`src/rtl/booth_arith_pkg.sv`:
```
// booth_arith_pkg: shared types, widths and signed limits for the Booth multiplier/divider library
package booth_arith_pkg;
  localparam int N_DEF = 8;
  localparam int S_MIN = -(2 ** (N_DEF - 1));
  localparam int S_MAX = 2 ** (N_DEF - 1) - 1;
  typedef enum logic [1:0] {IDLE, ABS, ITER, FIX} state_t;
  function automatic int clog2(input int v);
    int r = 0;
    while ((1 << r) < v) r++;
    return r;
  endfunction
endpackage

```
`src/rtl/booth_div_8bit_div_step.sv`:
```
// div_step: one combinational restoring-division step on magnitudes
module div_step
  import booth_arith_pkg::*;
#(
  parameter int N = N_DEF
) (
  input  logic [N:0]   i_r,
  input  logic         i_bit,
  input  logic [N-1:0] i_dvs,
  output logic [N:0]   o_r,
  output logic         o_q
);
  logic [N+1:0] w_sh;
  assign w_sh = {i_r, i_bit};
  assign o_q  = w_sh >= {2'b0, i_dvs};
  assign o_r  = (N+1)'(o_q ? w_sh - {2'b0, i_dvs} : w_sh);
endmodule

```
`src/rtl/booth_div_8bit.sv`:
```
// booth_div_8bit: sequential signed restoring divider, 2N/N -> N quotient and remainder, truncating toward zero
module booth_div_8bit
  import booth_arith_pkg::*;
#(
  parameter int N = N_DEF
) (
  input  logic           in_clk,
  input  logic           in_rst_n,
  input  logic           in_start,
  input  logic [2*N-1:0] in_dividend,
  input  logic [N-1:0]   in_divisor,
  output logic           o_busy,
  output logic           o_done,
  output logic [N-1:0]   o_quot,
  output logic [N-1:0]   o_rem,
  output logic           o_ovf,
  output logic           o_div0
);
  localparam int W  = 2 * N;
  localparam int CW = clog2(W);
  localparam logic [W-1:0] Q_POS = W'(2 ** (N - 1) - 1);
  localparam logic [W-1:0] Q_NEG = W'(2 ** (N - 1));
  localparam logic [CW-1:0] LAST = CW'(W - 1);
  state_t r_state, w_next;
  logic [W-1:0]  r_dvd, r_mag, r_q, w_qs;
  logic [N-1:0]  r_dvs, r_dva, w_rs;
  logic [N:0]    r_r, w_r;
  logic [CW-1:0] r_cnt;
  logic          r_z, w_qb, w_sd, w_sv, w_neg, w_ovf;

  div_step #(.N(N)) u_step (
    .i_r  (r_r),
    .i_bit(r_mag[W-1]),
    .i_dvs(r_dva),
    .o_r  (w_r),
    .o_q  (w_qb)
  );

  assign w_sd   = r_dvd[W-1];
  assign w_sv   = r_dvs[N-1];
  assign w_neg  = w_sd ^ w_sv;
  assign w_qs   = w_neg ? -r_q : r_q;
  assign w_rs   = N'(w_sd ? -r_r : r_r);
  assign w_ovf  = r_q > (w_neg ? Q_NEG : Q_POS);
  assign o_busy = r_state != IDLE;

  // state register
  always_ff @(posedge in_clk or negedge in_rst_n)
    if (!in_rst_n) r_state <= IDLE;
    else r_state <= w_next;

  // next-state: accept, take magnitudes, iterate 2N steps, fix up signs
  always_comb begin
    w_next = r_state;
    case (r_state)
      IDLE:    w_next = in_start ? ABS : IDLE;
      ABS:     w_next = (r_dvs == '0) ? FIX : ITER;
      ITER:    w_next = (r_cnt == LAST) ? FIX : ITER;
      default: w_next = IDLE;
    endcase
  end

  // datapath: operand capture, restoring iterations and result loading
  always_ff @(posedge in_clk or negedge in_rst_n)
    if (!in_rst_n) begin
      r_dvd  <= '0;
      r_dvs  <= '0;
      r_dva  <= '0;
      r_mag  <= '0;
      r_q    <= '0;
      r_r    <= '0;
      r_cnt  <= '0;
      r_z    <= 1'b0;
      o_done <= 1'b0;
      o_quot <= '0;
      o_rem  <= '0;
      o_ovf  <= 1'b0;
      o_div0 <= 1'b0;
    end else begin
      o_done <= 1'b0;
      case (r_state)
        IDLE: if (in_start) begin
          r_dvd <= in_dividend;
          r_dvs <= in_divisor;
        end
        ABS: begin
          r_mag <= w_sd ? -r_dvd : r_dvd;
          r_dva <= w_sv ? -r_dvs : r_dvs;
          r_z   <= r_dvs == '0;
          r_q   <= '0;
          r_r   <= '0;
          r_cnt <= '0;
        end
        ITER: begin
          r_r   <= w_r;
          r_q   <= {r_q[W-2:0], w_qb};
          r_mag <= r_mag << 1;
          r_cnt <= r_cnt + 1'b1;
        end
        default: begin
          o_done <= 1'b1;
          o_quot <= r_z ? '0 : w_qs[N-1:0];
          o_rem  <= r_z ? r_dvd[N-1:0] : w_rs;
          o_ovf  <= r_z ? 1'b0 : w_ovf;
          o_div0 <= r_z;
        end
      endcase
    end
endmodule

```
`config.mk`:
```
export PLATFORM = sky130hd
export DESIGN_NAME = booth_div_8bit
export DESIGN_NICKNAME = d
export VERILOG_FILES = /design/src/rtl/booth_arith_pkg.sv /design/src/rtl/booth_div_8bit_div_step.sv /design/src/rtl/booth_div_8bit.sv
export SDC_FILE = /design/constraint.sdc
export NUM_CORES = 1
export LEC_CHECK = 0
export ABC_AREA = 1
export CORE_MARGIN = 3
export CORE_UTILIZATION = 60
export CTS_CLUSTER_SIZE = 20
export DETAILED_ROUTE_END_ITERATION = 16
export PLACE_DENSITY_LB_ADDON = 0.08
export REMOVE_ABC_BUFFERS = 1
export SYNTH_ARGS = -nofsm -noshare
export SYNTH_HDL_FRONTEND = slang
export SYNTH_SLANG_ARGS = --single-unit
export TNS_END_PERCENT = 20
```
`constraint.sdc`:
```
create_clock -name in_clk -period 4.81 [get_ports in_clk]
set_clock_uncertainty 0.2 [all_clocks]
set_input_delay 1.2025 -clock in_clk [delete_from_list [all_inputs] [get_ports in_clk]]
set_output_delay 1.2025 -clock in_clk [all_outputs]
set_load 0.01 [all_outputs]
```
==> flow_metrics.env, run 1 <==
export IMPL_outcome="finished clean"
export IMPL_clock_sinks=99
export IMPL_peakVddDrop_mv=0.585
export IMPL_first_global_vias=4281
export IMPL_placed_cells=783
export IMPL_synth_seq_area_share=0.466
export IMPL_worst_pin_slew_ps=1030
export IMPL_min_path_type="register to register"
export IMPL_cts_root_buf="clkbuf_8"
export IMPL_final_common_cell="nand2_1"
export IMPL_area_growth_pct=13.3
export IMPL_period_needed_ps=3310
export IMPL_ctsHoldBuffers=0
export IMPL_yosys_top_cells_area="dfrtp_1 47%, nand2_1 11%, inv_1 5.9%, ha_1 5.4%, nand3_1 4.2%"
export IMPL_slew_viol_final=0
export IMPL_firstDrtPassIters=5
export IMPL_place_ws_ps=1600
export IMPL_synthArstFlopShare=1.00
export IMPL_ys_seq_elements=99
export IMPL_cts_resized=0
export IMPL_p_leak_nw=2.99
export IMPL_tritoncts="built"
export IMPL_cp_arrival_ps=3380
export IMPL_fmax_mhz=302
export IMPL_final_cell_mix="163 x nand2_1, 99 x dfrtp_1, 83 x inv_1, 51 x nor2_1"
export IMPL_fp_dieArea_sq_um=10000
export IMPL_coreArea_sq_um=8420
export IMPL_post_synth_top_area_fraction=0.466
export IMPL_die_w_microns=100
export IMPL_cts_buffers=9
export IMPL_io_buffers=46
export IMPL_post_cts_buffers=0
export IMPL_yosys_most_used_dff="dfrtp_1"
export IMPL_drive_gt1_frac=0.0548
export IMPL_grt_usage=0.255
export IMPL_cap_viol_max_count=0
export IMPL_whs_ps=288
export IMPL_synth_area_sq_um=5320
export IMPL_vias=4479
export IMPL_via_per_inst=5.61
export IMPL_finalSetupViolations=0
export IMPL_grt_max_degree=85
export IMPL_synth_edf_count=0
export IMPL_drt_iter0_drc=293
export IMPL_placed_area_sq_um=5830
export IMPL_fp_dieH_microns=100
export IMPL_start_kind="register"
export IMPL_path_class="register to register"
export IMPL_cts_clk_slew_worst_paths_ps=90
export IMPL_slew_headroom=0.315
export IMPL_hold_viol=0
export IMPL_yosysTopAreaCell="dfrtp_1"
export IMPL_post_drt_wl_per_cell_microns=14.8
export IMPL_grt_pass1_wl_microns=20400
export IMPL_setup_slack_ps=1500
export IMPL_clock_latency_ps=370
export IMPL_post_dp_hpwl_microns=8560
export IMPL_initial_core_util=0.632
export IMPL_pin_count=47
export IMPL_htree_levels=3
export IMPL_fin_cells=799
export IMPL_grt_overflow=0
export IMPL_post_route_period_util=0.687
export IMPL_ys_types=41
export IMPL_final_nets=740
export IMPL_drc_errors=0
export IMPL_finalSetupTns_ps=0
export IMPL_path_max_fanout=29
export IMPL_antenna_left=0
export IMPL_netlist_instances=650
export IMPL_diodes=0
export IMPL_antenna_found_initial=0
export IMPL_final_area_sq_um=6030
export IMPL_gp_congestion=0.885
export IMPL_cp_end_kind="register"
export IMPL_yosysWarnings=0
export IMPL_worstPathRequired_ps=4880
export IMPL_cts_buffer_depth=2
export IMPL_power_per_cell_area_nw_per_um2=677
export IMPL_routed_wl_microns=11800
export IMPL_num_rows=33
export IMPL_syn_avg_cell_area_sq_um=8.19
export IMPL_rsz0062_at_grt="no"
final cells by class:
class                           instances  area, sq um
Clock inverter                          5         60.1
Fill cell                             674         2400
Tap cell                              105          131
Multi-Input combinational cell        443         2410
Inverter                               88          335
Clock buffer                           11          141
Sequential cell                        99         2480
Timing Repair Buffer                   48          473
Yosys cell counts (2+ instances only):
| library cell | n |
|---|---|
| nand2_1 | 163 |
| dfrtp_1 | 99 |
| inv_1 | 83 |
| nor2_1 | 51 |
| nand3_1 | 45 |
| a21oi_1 | 29 |
| ha_1 | 23 |
| o21ai_0 | 22 |
| o22ai_1 | 21 |
| xor2_1 | 15 |
| nand4_1 | 11 |
| o221ai_1 | 9 |
| clkbuf_1 | 8 |
| o211ai_1 | 8 |
| mux2_2 | 6 |
| buf_2 | 5 |
| nor3_1 | 5 |
| xnor2_1 | 5 |
| buf_1 | 4 |
| nand2_2 | 4 |
| a31oi_1 | 3 |
| inv_2 | 3 |
| nand3b_1 | 3 |
| nor2_2 | 3 |
| a21o_1 | 2 |
| buf_6 | 2 |
| nor2_4 | 2 |
| o21ai_1 | 2 |
| o31ai_1 | 2 |
worst max-delay path, cell delays in order, from the launching register on:
cell	delay [ps]
dfrtp_1	390
inv_1	70
ha_1	930
inv_1	620
nor2_4	400
inv_2	150
nor4_1	280
nand2_1	90
o221ai_1	70
final timing paths:
| kind | to | cells after the start | from | slack [ps] |
|---|---|---|---|---|
| setup / recovery | r_mag[15] | 8 | r_state[0] | 1500 |
| hold / removal | o_ovf | 2 | o_ovf | 290 |
| setup reg to reg | r_mag[15] | 8 | r_state[0] | 1500 |
| hold reg to reg | o_ovf | 2 | o_ovf | 290 |
| max in group asynchronous | r_cnt[1] | 2 | in_rst_n | 2780 |
| min in group asynchronous | o_quot[3] | 1 | in_rst_n | 800 |
power by group:
part / leakage [nW] / switching [mW] / internal (mW)
Combinational: 1.64 / 1.33 / 0.800
Clock: 0.0999 / 0.290 / 0.257
Sequential: 1.25 / 0.261 / 1.14
Total: 2.99 / 1.88 / 2.20
through the flow:
stage,total power [mW],util
after CTS,4.08,0.716
after global placement,3.43,0.692
after floorplan,2.88,-
after global routing,4.45,0.716
final,4.08,0.716
after detailed placement,3.52,0.692
state kept, by name (all words and copies together) (netlist names):
signal,count
o_div0,1
o_done,1
o_ovf,1
o_quot,8
o_rem,8
r_cnt,4
r_dva,8
r_dvd,16
r_dvs,8
r_mag,16
r_q,16
r_r,9
r_state,2
r_z,1
cell families after synthesis:
| group | count (synthesis) | share of synthesized area |
|---|---|---|
| muxes | 6 | 0.0127 |
| and+or+nand+nor | 290 | 0.231 |
| adders and majority gates | 24 | 0.0578 |
| buffers and inverters | 108 | 0.0818 |
| DFF | 99 | 0.466 |
| AOI/OAI and AO/OA | 103 | 0.118 |
| xor gates and xnor gates | 20 | 0.0329 |
layer usage:
metal	GRT usage	share of wire	wire, microns	vias up
li1	-	-	-	2208
met1	0.358	0.45	5300	2118
met2	0.409	0.48	5630	130
met3	0.0389	0.056	662	23
met4	0.0881	0.020	238	0
met5	0	0	0	-
(Power assumes the default switching activity.)
==> run 2, diff against run 1 <==
CORE_UTILIZATION = 58   (was 60)
clock period = 3.45 ns   (was 4.81 ns; I/O delays follow)
==> flow_metrics.env, run 2 (synthesized netlist as in run 1, its figures left out) <==
export IMPL_antenna_found_initial=0
export IMPL_worstPathRequired_ps=2390
export IMPL_final_common_cell="nand2_1"
export IMPL_cts_buffers=9
export IMPL_vias=4491
export IMPL_grt_max_degree=52
export IMPL_drt_iter0_drc=259
export IMPL_htree_levels=3
export IMPL_grt_pass1_wl_microns=20100
export IMPL_finalSetupViolations=0
export IMPL_pin_count=47
export IMPL_post_route_period_util=0.785
export IMPL_multi_input_area_sq_um=2410
export IMPL_finalSetupTns_ps=0
export IMPL_hold_viol=0
export IMPL_first_global_vias=4283
export IMPL_post_cts_buffers=0
export IMPL_drive_gt1_frac=0.0656
export IMPL_via_per_inst=5.55
export IMPL_start_kind="register"
export IMPL_drc_errors=0
export IMPL_firstDrtPassIters=5
export IMPL_reg_largest_list="r_dvd x16, r_mag x16, r_q x16"
export IMPL_coreArea_sq_um=8810
export IMPL_path_class="register to primary output"
export IMPL_fmax_mhz=369
export IMPL_worst_pin_slew_ps=672
export IMPL_grt_usage=0.247
export IMPL_io_buffers=46
export IMPL_num_fill_cells=718
export IMPL_slew_headroom=0.552
export IMPL_power_mw=5.83
export IMPL_rsz0062_at_grt="no"
export IMPL_cp_end_kind="primary output"
export IMPL_slew_viol_final=0
export IMPL_clock_sinks=99
export IMPL_path_max_fanout=3
export IMPL_antenna_left=0
export IMPL_min_path_type="register to register"
export IMPL_clock_latency_ps=360
export IMPL_final_cell_mix="163 x nand2_1, 99 x dfrtp_1, 83 x inv_1, 51 x nor2_1"
export IMPL_power_per_cell_area_nw_per_um2=954
export IMPL_cts_resized=0
export IMPL_die_w_microns=102
export IMPL_post_dp_hpwl_microns=8780
export IMPL_post_drt_wl_per_cell_microns=14.8
export IMPL_outcome="finished clean"
export IMPL_regArea_sq_um=2480
export IMPL_tritoncts="built"
export IMPL_cts_buffer_depth=2
export IMPL_cts_clk_slew_worst_paths_ps=100
export IMPL_final_nets=747
export IMPL_initial_core_util=0.604
export IMPL_cp_arrival_ps=1640
export IMPL_cts_root_buf="clkbuf_8"
export IMPL_gp_congestion=0.881
export IMPL_area_growth_pct=14.9
export IMPL_routed_wl_microns=11900
export IMPL_grt_overflow=0
export IMPL_fp_dieH_microns=102
export IMPL_period_needed_ps=2710
export IMPL_post_route_util=0.694
export IMPL_peakVddDrop_mv=0.511
export IMPL_num_rows=34
export IMPL_diodes=0
export IMPL_p_leak_nw=3.04
export IMPL_cap_viol_max_count=0
export IMPL_ctsHoldBuffers=0
export IMPL_fp_dieArea_sq_um=10400
## run 2: worst paths after layout
| check | slack, ps | end | from | cells after the start |
|---|---|---|---|---|
| min reg2reg | 290 | o_quot[6] | o_quot[6] | 2 |
| min in group asynchronous | 320 | r_r[8] | in_rst_n | 1 |
| max | 740 | o_busy | r_state[0] | 4 |
| min | 290 | o_quot[6] | o_quot[6] | 2 |
| max reg2reg | 870 | r_r[2] | r_mag[15] | 13 |
| max in group asynchronous | 2020 | r_dvd[4] | in_rst_n | 2 |
## run 2: cell type report
class | count | share of cell area
clock buffers | 10 | 0.0225
clock inverters | 6 | 0.0156
inverters | 88 | 0.0548
multi-input cells | 443 | 0.394
flip-flops and latches | 99 | 0.405
well taps | 108 | 0.0221
repair buffers | 55 | 0.0859
## run 2: report_power, final
group	switching (mW)	internal, mW
Combinational	1.91	1.16
Sequential	0.314	1.59
Clock	0.425	0.436
Total	2.65	3.18
## run 2: stage by stage
stage / area [sq um] / setup slack [ps] / hold WS [ps] / std cells
final: 6110 / 743 / 287 / 809
after floorplan: 5220 / 936 / 242 / 630
after global placement: 5880 / 953 / 253 / 793
after detailed placement: 5880 / 899 / 269 / 793
after global routing: 6110 / 638 / 321 / 809
after CTS: 6110 / 727 / 295 / 809
## run 2: layer usage
layer,vias to the layer above,GRT usage,routed length [microns]
li1,2225,-,-
met1,2110,0.352,5480
met2,143,0.391,5650
met3,13,0.0379,621
met4,0,0.0767,189
met5,-,0,0
## run 2: critical path, cell delays in order (launching register included)
cell,delay [ps]
dfrtp_1,400
inv_1,80
ha_1,230
inv_1,60
clkdlybuf4s50_1,520
==> run 3, diff against run 2 <==
clock period = 2.8 ns   (was 3.45 ns; I/O delays follow)
==> flow_metrics.env, run 3 (synthesized netlist as in run 1, its figures left out) <==
export IMPL_route_met3_wl_microns=700
export IMPL_drive_gt1_frac=0.0722
export IMPL_slew_headroom=0.475
export IMPL_antenna_left=0
export IMPL_worst_pin_slew_ps=788
export IMPL_start_kind="register"
export IMPL_placed_area_sq_um=5930
export IMPL_crit_path_top_delay_cell="clkdlybuf4s50_1"
export IMPL_min_path_type="input pin to asynchronous set/reset pin"
export IMPL_whs_ps=214
export IMPL_path_max_fanout=3
export IMPL_post_dp_hpwl_microns=8920
export IMPL_intPower_mw=4.07
export IMPL_final_nets=752
export IMPL_setup_slack_ps=258
export IMPL_finalSetupViolations=0
export IMPL_firstDrtPassIters=5
export IMPL_clock_sinks=99
export IMPL_p_sw_frac=0.448
export IMPL_post_drt_wl_per_cell_microns=15.0
export IMPL_met1_length_microns=5520
export IMPL_grt_overflow=0
export IMPL_cts_resized=0
export IMPL_post_route_period_util=0.908
export IMPL_hold_viol=0
export IMPL_crit_top_cell="inv_1"
export IMPL_placed_cells=798
export IMPL_cp_arrival_ps=1640
export IMPL_reg_largest_list="r_dvd x16, r_mag x16, r_q x16"
export IMPL_final_common_cell="nand2_1"
export IMPL_coreArea_sq_um=8810
export IMPL_ctsHoldBuffers=0
export IMPL_post_cts_buffers=0
export IMPL_htree_levels=3
export IMPL_multi_input_area_sq_um=2410
export IMPL_cp_end_kind="primary output"
export IMPL_pin_count=47
export IMPL_topRoutingLayerUsed="met4"
export IMPL_clock_power_share=0.156
export IMPL_period_needed_ps=2540
export IMPL_power_per_cell_area_nw_per_um2=1190
export IMPL_worstPathRequired_ps=1900
export IMPL_fp_dieArea_sq_um=10400
export IMPL_finalSetupTns_ps=0
export IMPL_cts_clk_slew_worst_paths_ps=100
export IMPL_grt_max_degree=64
export IMPL_slew_viol_final=0
export IMPL_final_cell_mix="163 x nand2_1, 99 x dfrtp_1, 83 x inv_1, 51 x nor2_1"
export IMPL_pwr_share_seq=0.322
export IMPL_fin_cells=814
export IMPL_via_per_inst=5.58
export IMPL_grt_usage=0.250
export IMPL_cts_buffers=9
export IMPL_cts_buffer_depth=2
export IMPL_drt_iter0_drc=234
export IMPL_power_mw=7.37
export IMPL_cpPeakStageDelay_ps=520
export IMPL_routed_wl_microns=12200
export IMPL_vias=4545
export IMPL_peakVddDrop_mv=0.649
export IMPL_gp_congestion=0.860
export IMPL_wl_met2_microns=5800
export IMPL_first_global_vias=4277
export IMPL_path_cells="inv_1 -> ha_1 -> inv_1 -> clkdlybuf4s50_1"
export IMPL_rsz0062_at_grt="no"
export IMPL_p_comb_frac=0.522
export IMPL_outcome="finished clean"
export IMPL_final_area_sq_um=6190
export IMPL_cts_root_buf="clkbuf_8"
export IMPL_cap_viol_max_count=0
export IMPL_place_ws_ps=468
export IMPL_drc_errors=0
export IMPL_grt_pass1_wl_microns=20300
export IMPL_die_w_microns=102
export IMPL_fmax_mhz=393
export IMPL_p_leak_nw=3.09
export IMPL_area_growth_pct=16.3
export IMPL_antenna_found_initial=0
export IMPL_num_fill_cells=735
export IMPL_post_route_util=0.703
export IMPL_io_buffers=46
export IMPL_initial_core_util=0.604
export IMPL_diodes=0
export IMPL_regArea_sq_um=2480
export IMPL_fp_dieH_microns=102
export IMPL_path_class="register to primary output"
export IMPL_clock_latency_ps=360
export IMPL_p_sw_mw=3.30
export IMPL_num_rows=34
export IMPL_tritoncts="built"
## run 3: changes by cell type in the layout (fill, tap and decap cells not counted), sizes merged
cell / previous run / this run
buf: 10 / 15
clkinvlp: 2 / 0
bufinv: 2 / 3
inv: 88 / 89
## run 3: per-layer routing
layer	GRT usage	vias up
met3	0.0461	11
met1	0.343	2167
li1	-	2232
met5	0	-
met2	0.412	135
met4	0.0644	0
## run 3: critical path: cells and delay by family, from the launching register on
family	cells	cell delay, ps
flip-flops	1	390
buffers and inverters	3	660
adder cells (fa/ha/maj)	1	230
## run 3: worst paths after layout
check | start | endpoint | slack, ps | depth (start not counted)
worst max-delay path | r_state[0] | o_busy | 260 | 4
worst min-delay path | in_rst_n | r_r[6] | 210 | 1
worst max register to register | r_mag[15] | r_r[2] | 420 | 13
worst min register to register | o_quot[7] | o_quot[7] | 290 | 2
max in group asynchronous | in_rst_n | r_mag[6] | 1490 | 2
min in group in_clk | o_quot[7] | o_quot[7] | 290 | 2
## run 3: area by class of cell
| class | instances | share of cell area |
|---|---|---|
| Multi-Input combinational cell | 443 | 0.389 |
| Inverter | 88 | 0.0542 |
| Clock inverter | 6 | 0.0192 |
| Clock buffer | 10 | 0.0222 |
| Timing Repair Buffer | 60 | 0.0930 |
| Tap cell | 108 | 0.0218 |
| Sequential cell | 99 | 0.400 |
## run 3: power groups by stage
stage	Clock (mW)	Sequential (mW)	Combinational, mW
final	1.15	2.37	3.85
after global routing	1.22	2.43	4.37
after CTS	1.17	2.37	3.83
after detailed placement	0	2.39	3.80
after global placement	0	2.38	3.67
after floorplan	0	2.34	2.60
==> RTL change: new RTL, settings of run 2 <==
The package constant `N_DEF` goes from 8 to 6.
--- a/src/rtl/booth_arith_pkg.sv
+++ b/src/rtl/booth_arith_pkg.sv
@@ -1,6 +1,6 @@
 // booth_arith_pkg: shared types, widths and signed limits for the Booth multiplier/divider library
 package booth_arith_pkg;
-  localparam int N_DEF = 8;
+  localparam int N_DEF = 6;
   localparam int S_MIN = -(2 ** (N_DEF - 1));
   localparam int S_MAX = 2 ** (N_DEF - 1) - 1;
   typedef enum logic [1:0] {IDLE, ABS, ITER, FIX} state_t;
Interface: changed (resized in_dividend, in_divisor, o_quot and o_rem); port bits go from 47 to 37. No check against the original RTL was run, so the function may have changed too.
==> RTL change against run 2 <==
- area after synthesis is 24% lower
- synthesized cell count is 25% lower
- power is 21% lower
- non-clock buffer count is 15 lower
- fmax is 1.4% higher
- setup slack better by 0.038 ns
- design area is 23% lower
- first-iteration DRC count is 22% lower
- combinational power is 25% lower
- sequential cell count is 22 lower
- via count is 25% lower
- routed wire length is 27% lower
- critical path type unchanged
- largest power group unchanged
==> RTL change: results (changes against run 2) <==
| Metric | Value |
|---|---|
| Sequential element share of the synthesized area | 47.8% (+1.2 points) |
| Peak supply drop | 0.000603 V (+18%) |
| Most numerous cell types in the synthesized netlist | nand2_1, dfrtp_1, inv_1 |
| First-iteration detailed-routing DRC count | 203 (-22%) |
| Final Net Count | 566 (-24%) |
| Ant diodes | 0 (unchanged) |
| Worst-path clk slew | 0.08 ns (-0.02 ns) |
| Total routing resource utilization after global routing | 24.1% (-0.61 points) |
| Worst path arrival time | 1.61 ns (-0.03 ns) |
| Cells resized by post-CTS repair | 0 (unchanged) |
| Count of input and output buffers | 36 (-22%) |
| Worst slew margin relative to its limit | 37.7% (-18 points) |
| Weighted congestion reported at the end of routability-driven placement | 0.811 (-8.0%) |
| Ranking of synthesized cells by area | dfrtp_1, nand2_1, inv_1 |
| Number of library cell types mapped by synthesis | 34 (-17%) |
| Cell internal power dissipation | 2.60 mW (-18%) |
| Largest registers | r_dvd x12, r_mag x12, r_q x12 |
| Vias in the first global route | 3098 (-28%) |
| Leak pwr | 2.31 nW (-24%) |
| Result of the run | finished clean |
| Filler cell count in the final layout | 505 (-30%) |
| Number of instances in the placed design | 591 (-25%) |
| Fraction of final layout cells sized beyond drive strength 1 | 5.66% (-0.90 points) |
| Post-detail-place hpwl | 6200 um (-29%) |
| Mapped Avg Cell Area | 8.26 sq um (+0.91%) |
| Via count of the routed design | 3363 (-25%) |
| Via-to-Cell Ratio | 5.54 (-0.20%) |
| Pin count of the biggest net entering global routing | 78 (+50%) |
-- RTL change: logic make-up after synthesis --
kind of cell / count (synthesis) / synth area share [%]
multiplexers: 1 / 0.279
AO/OA/AOI/OAI: 102 / 15.2
XOR/XNOR: 12 / 2.61
buffers and inverters: 86 / 8.35
flip-flops: 77 / 47.8
AND/OR/NAND/NOR: 190 / 19.4
adder cells (fa/ha/maj): 20 / 6.39
-- RTL change: path summary, 6_finish.rpt --
| path | startpoint | to | slack [ns] | cells past startpoint |
|---|---|---|---|---|
| max reg2reg | r_state[0] | r_mag[2] | 1.18 | 7 |
| min in group asynchronous | in_rst_n | r_r[4] | 0.45 | 1 |
| min | o_div0 | o_div0 | 0.27 | 2 |
| max in group asynchronous | in_rst_n | r_dvd[7] | 2.00 | 1 |
| min reg2reg | o_div0 | o_div0 | 0.27 | 2 |
| max | r_state[0] | o_busy | 0.78 | 4 |
-- RTL change: critical path, delay by kind of cell (launching register included) --
kind                       cells  cell delay [ns]
buffers and inverters          3             0.67
adders and majority gates      1             0.21
DFF                            1             0.39
-- RTL change: power groups by stage --
stage                     Clock [mW]  Combinational [mW]  Sequential (mW)
after floorplan                    0                1.59             1.46
after global placement             0                2.20             1.46
after detailed placement           0                2.26             1.47
after CTS                      0.834                2.29             1.46
after global routing           0.879                2.62             1.50
final                          0.831                2.29             1.46
-- RTL change: layer usage --
layer | track usage, % | wire (um) | vias up
met2 | 36.4 | 4010 | 86
met4 | 8.12 | 113 | 0
met1 | 34.5 | 4190 | 1588
met5 | 0 | 0 | -
met3 | 5.25 | 416 | 11
li1 | - | - | 1678
-- RTL change: metrics by stage --
| stage | setup slack (ns) | hold slack (ns) | instance area (sq um) | utilization [%] |
|---|---|---|---|---|
| global route | 0.707 | 0.306 | 4690 | 71.8 |
| detailed placement | 1.15 | 0.263 | 4450 | 68.1 |
| CTS | 0.767 | 0.281 | 4690 | 71.8 |
| finish | 0.781 | 0.274 | 4690 | 71.8 |
| global placement | 1.19 | 0.254 | 4450 | 68.1 |
| floorplan | 1.11 | 0.249 | 3970 | - |
-- RTL change: cell type report --
type | instances | share of cell area (%)
Multi-Input combinational cell | 325 | 37.7
Tap cell | 77 | 2.05
Inverter | 72 | 5.76
Timing Repair Buffer | 40 | 8.27
Clock inverter | 4 | 2.03
Clock buffer | 12 | 3.09
Sequential cell | 77 | 41.1
